[src/rtl/imem_loader.sv]
// -----------------------------------------------------------------------------
// imem_loader
//   Loads a program into the instruction memory before the CPU runs.
//   Bytes arrive over a valid/ready handshake, high byte of each word first.
//   Each byte pair is packed into a 16-bit word. Words are written to
//   consecutive word addresses starting at 0. The load ends after the halt
//   word 16'hFFFF has been written. The CPU stays held until the load has
//   completed successfully.
//
// Optional feature macro: IMEM_LOADER_CHECKSUM_EN
//   When this macro is defined, the loader keeps a running XOR of every
//   accepted program byte. After the halt word it accepts one check byte.
//   If the check byte does not match the running XOR, the load ends in ERROR.
//
// Parameters
//   DEPTH   instruction memory depth in 16-bit words
//   ADDR_W  word-address width; must equal clog2(DEPTH)
//
// Ports
//   i_clock        system clock, rising edge
//   i_reset        asynchronous active-high reset
//   i_in_valid     source presents a byte on i_in_byte
//   i_in_byte      program byte (high byte of each word first)
//   o_in_ready     loader accepts a byte this cycle
//   i_restart      one-cycle pulse: leave DONE/ERROR and reload from word 0
//   o_wr_en        IMemory write strobe, one cycle per word
//   o_wr_addr      IMemory word address
//   o_wr_data      instruction word
//   o_cpu_hold     1 = CPU frozen (every state except DONE)
//   o_done         load completed successfully (sticky)
//   o_error        overflow or checksum mismatch (sticky)
//   o_word_count   words written in the current load
// -----------------------------------------------------------------------------
module imem_loader #(
  parameter int DEPTH  = 1024,
  parameter int ADDR_W = 10
) (
  input  logic              i_clock,
  input  logic              i_reset,
  input  logic              i_in_valid,
  input  logic [7:0]        i_in_byte,
  output logic              o_in_ready,
  input  logic              i_restart,
  output logic              o_wr_en,
  output logic [ADDR_W-1:0] o_wr_addr,
  output logic [15:0]       o_wr_data,
  output logic              o_cpu_hold,
  output logic              o_done,
  output logic              o_error,
  output logic [ADDR_W:0]   o_word_count
);

  localparam logic [ADDR_W-1:0] LAST_ADDR = ADDR_W'(DEPTH - 1);
  localparam logic [15:0]       HALT_WORD = 16'hFFFF;

  typedef enum logic [2:0] {
    S_LOAD_HI = 3'd0,
    S_LOAD_LO = 3'd1,
    S_WRITE   = 3'd2,
`ifdef IMEM_LOADER_CHECKSUM_EN
    S_CHECK   = 3'd3,
`endif
    S_DONE    = 3'd4,
    S_ERROR   = 3'd5
  } state_t;

  state_t              r_state, w_state_next;
  logic [7:0]          r_hi, w_hi_next;
  logic [15:0]         r_wr_data, w_wr_data_next;
  logic [ADDR_W-1:0]   r_wr_addr, w_wr_addr_next;
  logic [ADDR_W:0]     r_word_count, w_word_count_next;
  logic                r_in_ready, w_in_ready_next;
  logic                r_wr_en, w_wr_en_next;
  logic                r_cpu_hold, w_cpu_hold_next;
  logic                r_done, w_done_next;
  logic                r_error, w_error_next;
`ifdef IMEM_LOADER_CHECKSUM_EN
  logic [7:0]          r_xor, w_xor_next;
`endif

  // A byte moves only when the registered ready and the source valid agree.
  logic w_xfer;
  assign w_xfer = i_in_valid & r_in_ready;

  always_comb begin
    w_state_next      = r_state;
    w_hi_next         = r_hi;
    w_wr_data_next    = r_wr_data;
    w_wr_addr_next    = r_wr_addr;
    w_word_count_next = r_word_count;
`ifdef IMEM_LOADER_CHECKSUM_EN
    w_xor_next        = r_xor;
`endif

    case (r_state)
      S_LOAD_HI: begin
        if (w_xfer) begin
          w_hi_next    = i_in_byte;
          w_state_next = S_LOAD_LO;
`ifdef IMEM_LOADER_CHECKSUM_EN
          w_xor_next   = r_xor ^ i_in_byte;
`endif
        end
      end

      S_LOAD_LO: begin
        if (w_xfer) begin
          w_wr_data_next = {r_hi, i_in_byte};
          w_state_next   = S_WRITE;
`ifdef IMEM_LOADER_CHECKSUM_EN
          w_xor_next     = r_xor ^ i_in_byte;
`endif
        end
      end

      // The write strobe is high during this single cycle. Advance the
      // address on exit. The overflowing word is still written before
      // the loader enters ERROR.
      S_WRITE: begin
        w_wr_addr_next    = r_wr_addr + 1'b1;
        w_word_count_next = r_word_count + 1'b1;
        if (r_wr_data == HALT_WORD) begin
`ifdef IMEM_LOADER_CHECKSUM_EN
          w_state_next = S_CHECK;
`else
          w_state_next = S_DONE;
`endif
        end else if (r_wr_addr == LAST_ADDR) begin
          w_state_next = S_ERROR;
        end else begin
          w_state_next = S_LOAD_HI;
        end
      end

`ifdef IMEM_LOADER_CHECKSUM_EN
      S_CHECK: begin
        if (w_xfer) begin
          w_state_next = (i_in_byte == r_xor) ? S_DONE : S_ERROR;
        end
      end
`endif

      S_DONE, S_ERROR: begin
        if (i_restart) begin
          w_state_next      = S_LOAD_HI;
          w_wr_addr_next    = '0;
          w_word_count_next = '0;
`ifdef IMEM_LOADER_CHECKSUM_EN
          w_xor_next        = '0;
`endif
        end
      end

      default: begin
        w_state_next = S_LOAD_HI;
      end
    endcase

    // The outputs are decoded from the next state. They are then
    // registered, so each output matches the state it describes.
    w_in_ready_next = (w_state_next == S_LOAD_HI) || (w_state_next == S_LOAD_LO);
`ifdef IMEM_LOADER_CHECKSUM_EN
    if (w_state_next == S_CHECK) begin
      w_in_ready_next = 1'b1;
    end
`endif
    w_wr_en_next    = (w_state_next == S_WRITE);
    w_cpu_hold_next = (w_state_next != S_DONE);
    w_done_next     = (w_state_next == S_DONE);
    w_error_next    = (w_state_next == S_ERROR);
  end

  always_ff @(posedge i_clock or posedge i_reset) begin
    if (i_reset) begin
      r_state      <= S_LOAD_HI;
      r_hi         <= '0;
      r_wr_data    <= '0;
      r_wr_addr    <= '0;
      r_word_count <= '0;
      r_in_ready   <= 1'b1;
      r_wr_en      <= 1'b0;
      r_cpu_hold   <= 1'b1;
      r_done       <= 1'b0;
      r_error      <= 1'b0;
`ifdef IMEM_LOADER_CHECKSUM_EN
      r_xor        <= '0;
`endif
    end else begin
      r_state      <= w_state_next;
      r_hi         <= w_hi_next;
      r_wr_data    <= w_wr_data_next;
      r_wr_addr    <= w_wr_addr_next;
      r_word_count <= w_word_count_next;
      r_in_ready   <= w_in_ready_next;
      r_wr_en      <= w_wr_en_next;
      r_cpu_hold   <= w_cpu_hold_next;
      r_done       <= w_done_next;
      r_error      <= w_error_next;
`ifdef IMEM_LOADER_CHECKSUM_EN
      r_xor        <= w_xor_next;
`endif
    end
  end

  assign o_in_ready   = r_in_ready;
  assign o_wr_en      = r_wr_en;
  assign o_wr_addr    = r_wr_addr;
  assign o_wr_data    = r_wr_data;
  assign o_cpu_hold   = r_cpu_hold;
  assign o_done       = r_done;
  assign o_error      = r_error;
  assign o_word_count = r_word_count;

endmodule

[config.mk]
export PLATFORM = sky130hd
export DESIGN_NAME = imem_loader
export DESIGN_NICKNAME = d
export VERILOG_FILES = /design/src/rtl/imem_loader.sv
export SDC_FILE = /design/constraint.sdc
export NUM_CORES = 1
export LEC_CHECK = 0
export ABC_AREA = 1
export BUFFER_PORTS_ARGS = -buffer_cell sky130_fd_sc_hd__clkbuf_2
export CAP_MARGIN = 30
export CORE_MARGIN = 8
export CORE_UTILIZATION = 33
export CTS_CLUSTER_DIAMETER = 40
export DETAILED_ROUTE_END_ITERATION = 10
export PLACE_DENSITY = 0.58
export SETUP_SLACK_MARGIN = 0.1
export SYNTH_ARGS = -nofsm -noshare
export SYNTH_HDL_FRONTEND = slang
export SYNTH_SLANG_ARGS = --single-unit
[constraint.sdc]
create_clock -name i_clock -period 1.6 [get_ports i_clock]
set_input_delay 0.16 -clock i_clock [delete_from_list [all_inputs] [get_ports i_clock]]
set_output_delay 0.16 -clock i_clock [all_outputs]
set_load 0.02 [all_outputs]
==> metrics, run 1 <==
Yosys top cell area share 50.2%; fmax 709 MHz; crit path launch type register; dominant cell type by area after synthesis dfrtp_1; clock network fraction of total power 16.6%; DPL Wire Length 4590 um; CP Capture Type register; Worst-path clk slew 100 ps; RSZ-0062 raised after global routing true; most frequent cell after synthesis nand2_1; root buffer cell clkbuf_8; worst r2r src r_state[0]$_DFF_PP0_; status finished, final reports clean; Synthesized Nets 326; post-DR vias/cell 4.63; Die Span Y 104 um; setup TNS 0 ps; clk_lat worst skew 300 ps; highest-delay cell along the critical path dfrtp_1; Max-Cap Viols 0; initial antenna violation count 0; switching power 2150 uW; CTS Sinks 53; TritonCTS buffer count 5; critical path arrival 1660 ps; CP Class register to register; critical path, cell by cell nor2_2 > nand2_2 > inv_4 > nand2_4 > nor2_1 > nand2_1 > nand2_2 > inv_1 > nand2_1; Seq/Total Area, Yosys 52.3%; period utilization 88.1%; Final #Nets 387; Synth Area per Inst 8.14 um^2; Final Hold Violating Endpoints 0; GRT overflow 0; layout cell share with drive strength beyond 1 23.8%; die area 10,800 um^2; maximum VDD drop 0.000866 V; Slew Limit Fails 0; GR Util All Layers 11.8%; CTS tree built; Synth Warn # 0; Mapped Cells 312; Post-synth EDFFs 0; site row count 32; slew at the pin with the worst max-slew slack 318 ps; worst rel slew slack 78.7%; initial cell density of the core 33.4%; Detail Route Antenna Nets 0; Hold WS 98.1 ps; routed wire length per instance 13.0 um; Syn-to-layout area delta 21.9%; via count 2,204; Async S/R FF share, synth 100%; GPL Wtd Cong 0.781; CP required 1850 ps; RR Endpoint o_cpu_hold$_DFF_PP1_; hold path cells 3; hold wc startpoint i_in_byte[2]; top post-synthesis cells by area dfrtp_1 (50%), nand2_1 (15%), o21ai_0 (4.9%), inv_1 (4.4%), nor2_1 (3.7%); Initial DRC Count 79; worst-path maximum fanout 9; Logic pwr share 37.6%; Unique masters post-synth 29; antenna diode count 0; synthesis-stage register bit count 53; switching portion of total power 43.2%; # IOs 54; Die Wd 104 um; Synth Cell Area 2540 um^2; drc violations 0; Reg power frac 45.9%; Critical Path Max Stage Delay 420 ps; port buffer count 53; Final Critical Period 1410 ps; Internal Power 2830 uW; H-tree lvl count 2; first-pass GRT wire length 10,700 um; final setup fails 0; PwrDens 1610 nW/um^2; skew final 6.86 ps; First-pass DRT Iterations 4; worst hold endpoint o_wr_data[2]$_DFFE_PP0P_; CORE AREA 7610 um^2; largest net degree at the start of global routing 54; top cells by count, synth nand2_1 (103), dfrtp_1 (51), inv_1 (30); final core occ 40.7%; worst-case reg-to-reg path depth 9; ys flop type dfrtp_1; vias in the first global route 2,202; r2r setup slk 190 ps; HP Class primary input to register; maximum root-to-sink buffer count 2; leakage 0.00160 uW; total wire length 6180 um
## placed cells by master, fill, tap and decap left out, types with 7 or more instances in the layout
cell type / synthesis / routed
clkbuf_8: 0 / 7
o21ai_0: 25 / 25
nand3_1: 11 / 10
inv_1: 30 / 28
nor2_1: 25 / 25
nand2_1: 103 / 103
nor3_1: 7 / 7
dfrtp_1: 51 / 50
clkbuf_2: 0 / 53
nand4_1: 12 / 12
a21oi_1: 10 / 10
## worst max-delay path, delay by kind of cell, from the launching register on
kind                   cells  cell delay, ps
flip-flops                 1             420
AND/OR/NAND/NOR            7             730
buffers and inverters      2             200
## flip-flops by register name, summed over array words and instances (netlist names), 3 cells and up
| signal | count |
|---|---|
| o_wr_data | 16 |
| o_word_count | 11 |
| o_wr_addr | 10 |
| r_hi | 8 |
| r_state | 3 |
## cell families after synthesis
kind of cell,Yosys count,synth area share [%]
AOI/OAI and AO/OA,44,9.46
xor gates and xnor gates,1,0.345
adders and majority gates,2,0.985
buffers and inverters,38,6.31
DFF,53,52.3
and+or+nand+nor,174,30.6
## worst max path at each step
stage	cells after the start	slack [ps]	startpoint	end
4_1_cts	8	160	o_wr_addr[0]$_DFFE_PP0P_	o_in_ready$_DFF_PP1_
3_5_place_dp	8	180	o_wr_addr[1]$_DFFE_PP0P_	o_cpu_hold$_DFF_PP1_
3_3_place_gp	8	190	o_wr_addr[1]$_DFFE_PP0P_	o_cpu_hold$_DFF_PP1_
6_report	9	190	r_state[0]$_DFF_PP0_	o_cpu_hold$_DFF_PP1_
5_1_grt	9	80	r_state[0]$_DFF_PP0_	o_cpu_hold$_DFF_PP1_
2_1_floorplan	1	160	i_reset	o_done$_DFF_PP0_
## power by group through the flow
stage	registers (uW)	logic (uW)	clock network (uW)
2_1_floorplan	2590	836	0
3_3_place_gp	2290	1810	0
3_5_place_dp	2310	1840	0
4_1_cts	2280	1840	861
5_1_grt	2360	2120	916
6_report	2280	1870	825
## metal layers
metal  global-route usage, %  share of wire (%)  up-vias
met5                       0                  0        -
met4                    2.79               0.57        0
met3                    4.21                5.9        4
met2                    18.0                 44       53
met1                    15.7                 50     1018
li1                        -                  -     1129
## stage by stage
step                      area [um^2]  total power (uW)  cells  setup WS, ps
after detailed placement         2950              4140    465           178
after global placement           2950              4110    465           189
after CTS                        3060              4990    474           158
final                            3100              4980    476           190
after floorplan                  2540              3430    312           157
after global routing             3100              5390    476          82.4
## cell type report
class                   count  area, um^2
flip-flops and latches     53        1330
multi-input cells         221        1070
repair buffers             59         338
clock inverters             1        5.00
clock buffers               7        96.3
fillers                   815        4510
well taps                 102         128
inverters                  33         126
## repair_timing
action                                 CTS  global route
hold buffers                             1             0
setup endpoints to repair                0            12
endpoints found under the hold margin   51             0
gates resized for setup                  0             6
buffers inserted                         0             2
Note: power is estimated with default switching activity, not from simulation.
==> inputs of run 2 (changes only) <==
--- a/config.mk
+++ b/config.mk
@@ -9,10 +9,11 @@
 export BUFFER_PORTS_ARGS = -buffer_cell sky130_fd_sc_hd__clkbuf_2
 export CAP_MARGIN = 30
 export CORE_MARGIN = 8
-export CORE_UTILIZATION = 33
+export CORE_UTILIZATION = 29
 export CTS_CLUSTER_DIAMETER = 40
 export DETAILED_ROUTE_END_ITERATION = 10
-export PLACE_DENSITY = 0.58
+export MAX_ROUTING_LAYER = met4
+export PLACE_DENSITY_LB_ADDON = 0.1
 export SETUP_SLACK_MARGIN = 0.1
 export SYNTH_ARGS = -nofsm -noshare
 export SYNTH_HDL_FRONTEND = slang
==> run 2 against run 1 <==
  * Non-clock buffer count increased by 4
  * Worst setup slack gained 40 ps
  * Clock power grew 2%
  * Sequential power barely moved
  * First-iteration DRC count down 16%
  * Sequential share of layout area is 0.32 points lower
  * Wire length grew 6.9%
  * Design area grew 0.65%
  * Fmax is 2.9% higher
==> metrics, run 2 (synthesis results as in run 1) <==
root buffer cell clkbuf_8 (unchanged); Final Critical Period 1370 ps (was 1410 ps); Die Span Y 110 um (was 104 um); GR Util All Layers 11.9% (was 11.8%); CTS Sinks 53 (unchanged); Syn-to-layout area delta 22.7% (was 21.9%); setup TNS 0 ps (unchanged); port buffer count 53 (unchanged); clk_lat worst skew 310 ps (was 300 ps); final-layout fill cell count 950 (was 815); r2r setup slk 230 ps (was 190 ps); die area 12,000 um^2 (was 10,800 um^2); Layout Cells excl Fill 486 (was 476); site row count 34 (was 32); DP Cell Count 476 (was 465); drc violations 0 (unchanged); initial cell density of the core 29.6% (was 33.4%); initial antenna violation count 0 (unchanged); layout cell share with drive strength beyond 1 24.9% (was 23.8%); PwrDens 1610 nW/um^2 (about the same); Final #Nets 391 (was 387); leakage 0.00161 uW (was 0.00160 uW); maximum VDD drop 0.000790 V (was 0.000866 V); largest net degree at the start of global routing 22 (was 54); CP Class register to register (unchanged); final setup fails 0 (unchanged); hold wc startpoint i_in_byte[7] (was i_in_byte[2]); Max-Cap Viols 0 (unchanged); RR Endpoint o_word_count[2]$_DFFE_PP0P_ (was o_cpu_hold$_DFF_PP1_); worst hold endpoint r_hi[7]$_DFFE_PP0P_ (was o_wr_data[2]$_DFFE_PP0P_); TritonCTS buffer count 5 (unchanged); HP Class primary input to register (unchanged); Final Hold Violating Endpoints 0 (unchanged); CTS tree built (unchanged); total wire length 6610 um (was 6180 um); worst rel slew slack 70.7% (was 78.7%); fmax 730 MHz (was 709 MHz); post-layout total power 5020 uW (was 4980 uW); slew at the pin with the worst max-slew slack 439 ps (was 318 ps); Slew Limit Fails 0 (unchanged); max reg flops 16 (unchanged); First-pass DRT Iterations 4 (unchanged); status finished, final reports clean (unchanged); hold path cells 3 (unchanged); worst-path maximum fanout 21 (was 9); GPL Wtd Cong 0.748 (was 0.781); RSZ-0062 raised after global routing true (unchanged); CORE AREA 8590 um^2 (was 7610 um^2); crit path launch type register (unchanged); Worst-path clk slew 100 ps (about the same); worst-case reg-to-reg path depth 6 (was 9); Initial DRC Count 66 (was 79); most frequent cells in the layout nand2_1 (102), clkbuf_2 (53), dfrtp_1 (51) (was nand2_1 (103), clkbuf_2 (53), dfrtp_1 (50)); commonest non-fill, non-tap cell in the layout nand2_1 (unchanged); worst r2r src r_state[0]$_DFF_PP0_ (unchanged); antenna diode count 0 (unchanged); H-tree lvl count 2 (unchanged); # IOs 54 (unchanged); first-pass GRT wire length 11,000 um (was 10,700 um); routed wire length per instance 13.6 um (was 13.0 um); Die Wd 110 um (was 104 um); period utilization 85.6% (was 88.1%); CP required 1790 ps (was 1850 ps); critical path arrival 1560 ps (was 1660 ps); Hold WS 93.8 ps (was 98.1 ps); Detail Route Antenna Nets 0 (unchanged); via count 2,208 (was 2,204); maximum root-to-sink buffer count 2 (unchanged); GRT overflow 0 (unchanged); CP Capture Type register (unchanged); post-DR vias/cell 4.54 (was 4.63); vias in the first global route 2,218 (was 2,202); skew final 8.90 ps (was 6.86 ps); final core occ 36.3% (was 40.7%); DPL Wire Length 5070 um (was 4590 um)
==> run 2: changes by cell type in the layout (fill, tap and decap cells not counted) <==
cell,previous run,this run
nand2_8,1,0
nand2_1,103,102
buf_4,3,8
nor2_1,25,24
buf_12,2,1
nor2_2,1,2
nand2_2,3,4
dfrtp_2,1,0
dfrtp_1,50,51
nand2_4,3,4
==> run 2: per-layer routing <==
metal	wire [um]	track usage [%]	vias to the layer above
li1	-	-	1131
met4	68	3.18	0
met5	0	-	-
met1	3270	15.5	1014
met2	2910	18.2	56
met3	353	2.70	7
==> run 2: layout make-up <==
cell class	instances	area (um^2)	area share [%]
clock buffers	7	96.3	3.09
clock inverters	1	5.00	0.161
inverters	33	126	4.06
multi-input cells	221	1070	34.3
flip-flops and latches	53	1330	42.7
well taps	108	135	4.34
repair buffers	63	355	11.4
==> run 2: timing repair <==
| action | in CTS | in global routing |
|---|---|---|
| endpoints found under the setup margin | 2 | 21 |
| gates resized for setup | 0 | 6 |
| hold endpoints to repair | 16 | 0 |
| hold buffers | 1 | 0 |
| setup buffers | 1 | 0 |
==> run 2: worst max path at each step <==
stage	startpoint	endpoint	slack (ps)
4_1_cts	o_wr_addr[0]$_DFFE_PP0P_	o_in_ready$_DFF_PP1_	160
3_5_place_dp	o_wr_addr[1]$_DFFE_PP0P_	o_cpu_hold$_DFF_PP1_	70
6_report	r_state[0]$_DFF_PP0_	o_word_count[2]$_DFFE_PP0P_	230
2_1_floorplan	i_reset	o_done$_DFF_PP0_	160
3_3_place_gp	o_wr_addr[1]$_DFFE_PP0P_	o_cpu_hold$_DFF_PP1_	90
5_1_grt	r_state[0]$_DFF_PP0_	o_word_count[5]$_DFFE_PP0P_	90
==> run 2: per-stage QoR <==
stage                     setup WS [ps]  area [um^2]
after floorplan                     157         2540
after global placement             93.1         2980
after detailed placement           69.4         2980
after CTS                           155         3100
after global routing               88.9         3120
final                               230         3120
==> run 2: critical path: stages (launching register included) <==
cell and delay, ps:
dfrtp_1 410, nor2_2 170, nand2_2 150, nand2_4 240, nand2_1 100, o21ai_1 130, a21oi_1 50
==> run 2: power breakdown <==
part	internal, uW	leakage (uW)	switching (uW)
logic	652	0.000879	1260
registers	1790	0.000679	473
clock network	393	0.0000542	449
total	2840	0.00161	2180
==> inputs of run 3 (changes only) <==
--- a/config.mk
+++ b/config.mk
@@ -8,8 +8,10 @@
 export ABC_AREA = 1
 export BUFFER_PORTS_ARGS = -buffer_cell sky130_fd_sc_hd__clkbuf_2
 export CAP_MARGIN = 30
+export CELL_PAD_IN_SITES_DETAIL_PLACEMENT = 0
+export CELL_PAD_IN_SITES_GLOBAL_PLACEMENT = 2
 export CORE_MARGIN = 8
-export CORE_UTILIZATION = 29
+export CORE_UTILIZATION = 31
 export CTS_CLUSTER_DIAMETER = 40
 export DETAILED_ROUTE_END_ITERATION = 10
 export MAX_ROUTING_LAYER = met4
==> run 3 against run 2 <==
  * Clock power is 4.9% lower
  * Clock-buffer cell count is 2 lower
  * Fmax shrank 0.18%
  * Cell count fell by 1.4%
  * Wire length increased by 2.8%
  * Via count increased by 0.72%
  * Critical path depth increased by 3
  * Sequential share of layout area up 0.55 points
  * Sequential power barely moved
  * Global-route usage is 1.4 points higher
==> metrics, run 3 (synthesis results as in run 1) <==
CP Class register to register (unchanged); H-tree lvl count 2 (unchanged); slew at the pin with the worst max-slew slack 298 ps (was 439 ps); skew final 9.35 ps (was 8.90 ps); worst-path maximum fanout 9 (was 21); Critical Path Max Stage Delay 410 ps (about the same); highest-delay cell along the critical path dfrtp_1 (unchanged); first-pass GRT wire length 11,900 um (was 11,000 um); worst-case reg-to-reg path depth 9 (was 6); critical path, cell by cell nor2_2 > nand2_2 > inv_4 > nand2_4 > nor2_1 > nand2_1 > nand2_2 > inv_1 > nand2_1 (was nor2_2 > nand2_2 > nand2_4 > nand2_1 > o21ai_1 > a21oi_1); commonest non-fill, non-tap cell in the layout nand2_1 (unchanged); First-pass DRT Iterations 4 (unchanged); initial cell density of the core 31.4% (was 29.6%); total wire length 6790 um (was 6610 um); Slew Limit Fails 0 (unchanged); Die Wd 107 um (was 110 um); hold path cells 3 (unchanged); Final #Nets 387 (was 391); maximum VDD drop 0.000591 V (was 0.000790 V); initial antenna violation count 0 (unchanged); PnR worst setup slack 228 ps (was 230 ps); GPL Wtd Cong 0.751 (was 0.748); CORE AREA 8090 um^2 (was 8590 um^2); Final Critical Period 1370 ps (about the same); leakage 0.00157 uW (was 0.00161 uW); CP required 1860 ps (was 1790 ps); TritonCTS buffer count 5 (unchanged); GRT overflow 0 (unchanged); Max-Cap Viols 0 (unchanged); RSZ-0062 raised after global routing false (was true); clk_lat worst skew 310 ps (about the same); critical path's top delay family simple AND/OR/NAND/NOR gates (unchanged); port buffer count 53 (unchanged); root buffer cell clkbuf_8 (unchanged); Stages on worst setup path 9 (was 6); worst rel slew slack 80.1% (was 70.7%); dpl ws 149 ps (was 69.4 ps); fmax 729 MHz (was 730 MHz); setup TNS 0 ps (unchanged); via count 2,224 (was 2,208); CP Capture Type register (unchanged); max reg flops 16 (unchanged); largest net degree at the start of global routing 54 (was 22); Detail Route Antenna Nets 0 (unchanged); final setup fails 0 (unchanged); post-DR vias/cell 4.64 (was 4.54); final core occ 38.1% (was 36.3%); DPL Wire Length 5100 um (was 5070 um); site row count 33 (was 34); CTS tree built (unchanged); routed wire length per instance 14.2 um (was 13.6 um); drc violations 0 (unchanged); antenna diode count 0 (unchanged); Syn-to-layout area delta 21.3% (was 22.7%); Die Span Y 107 um (was 110 um); Worst-path clk slew 100 ps (about the same); period utilization 85.8% (was 85.6%); vias in the first global route 2,356 (was 2,218); CTS Sinks 53 (unchanged); most frequent cells in the layout nand2_1 (103), clkbuf_2 (53), dfrtp_1 (49) (was nand2_1 (102), clkbuf_2 (53), dfrtp_1 (51)); Initial DRC Count 62 (was 66); critical path arrival 1630 ps (was 1560 ps); HP Class primary input to register (unchanged); GR Util All Layers 13.3% (was 11.9%); die area 11,300 um^2 (was 12,000 um^2); maximum root-to-sink buffer count 2 (unchanged); PwrDens 1600 nW/um^2 (was 1610 nW/um^2); number of buffers and inverters on the critical path 2 (was 0); crit path launch type register (unchanged); Final Hold Violating Endpoints 0 (unchanged); status finished, final reports clean (unchanged); layout cell share with drive strength beyond 1 24.3% (was 24.9%); # IOs 54 (unchanged)
## run 3: area by class of cell
| type | instances | area [um^2] |
|---|---|---|
| Tap cell | 105 | 131 |
| Clock buffer | 5 | 68.8 |
| Multi-Input combinational cell | 221 | 1080 |
| Clock inverter | 3 | 21.3 |
| Timing Repair Buffer | 59 | 325 |
| Inverter | 33 | 126 |
| Fill cell | 902 | 5010 |
| Sequential cell | 53 | 1330 |
## run 3: what timing repair did
| action | 4_1_cts | 5_1_grt |
|---|---|---|
| setup endpoints to repair | 0 | 22 |
| resized for setup | 0 | 8 |
| buffers inserted | 0 | 0 |
| hold endpoints to repair | 51 | 0 |
| hold buffers | 1 | 0 |
## run 3: path summary, 6_finish.rpt
path                                       from                  endpoint  slack [ps]
setup / recovery           r_state[0]$_DFF_PP0_      o_cpu_hold$_DFF_PP1_         230
hold / removal                     i_in_byte[4]       r_hi[4]$_DFFE_PP0P_          80
setup reg to reg           r_state[0]$_DFF_PP0_      o_cpu_hold$_DFF_PP1_         230
hold reg to reg             r_hi[0]$_DFFE_PP0P_  o_wr_data[8]$_DFFE_PP0P_         480
max in group asynchronous               i_reset      o_in_ready$_DFF_PP1_         890
min in group asynchronous               i_reset         o_wr_en$_DFF_PP0_         420
## run 3: metal layers
layer	vias to the layer above	track usage (%)	wire length, um
li1	1127	-	-
met1	1054	16.3	3220
met2	34	21.8	3320
met3	9	2.54	188
met4	0	3.92	70
met5	-	-	0
## run 3: worst reg2reg max path: cells and delay by family, from the launching register on
kind          cells  cell delay [ps]
buf+inv           2              210
simple gates      7              700
flops             1              410
## run 3: report_power, final
group	switching [uW]	internal (uW)
registers	494	1800
logic	1230	623
clock network	488	312
total	2210	2730
## run 3: stage by stage
stage	cells	hold slack (ps)	cell area, um^2	power (uW)
global route	479	90.5	3080	5380
floorplan	312	318	2540	3430
finish	479	78.2	3080	4940
detailed placement	470	225	2950	4170
CTS	479	73.4	3050	4990
global placement	470	222	2950	4170
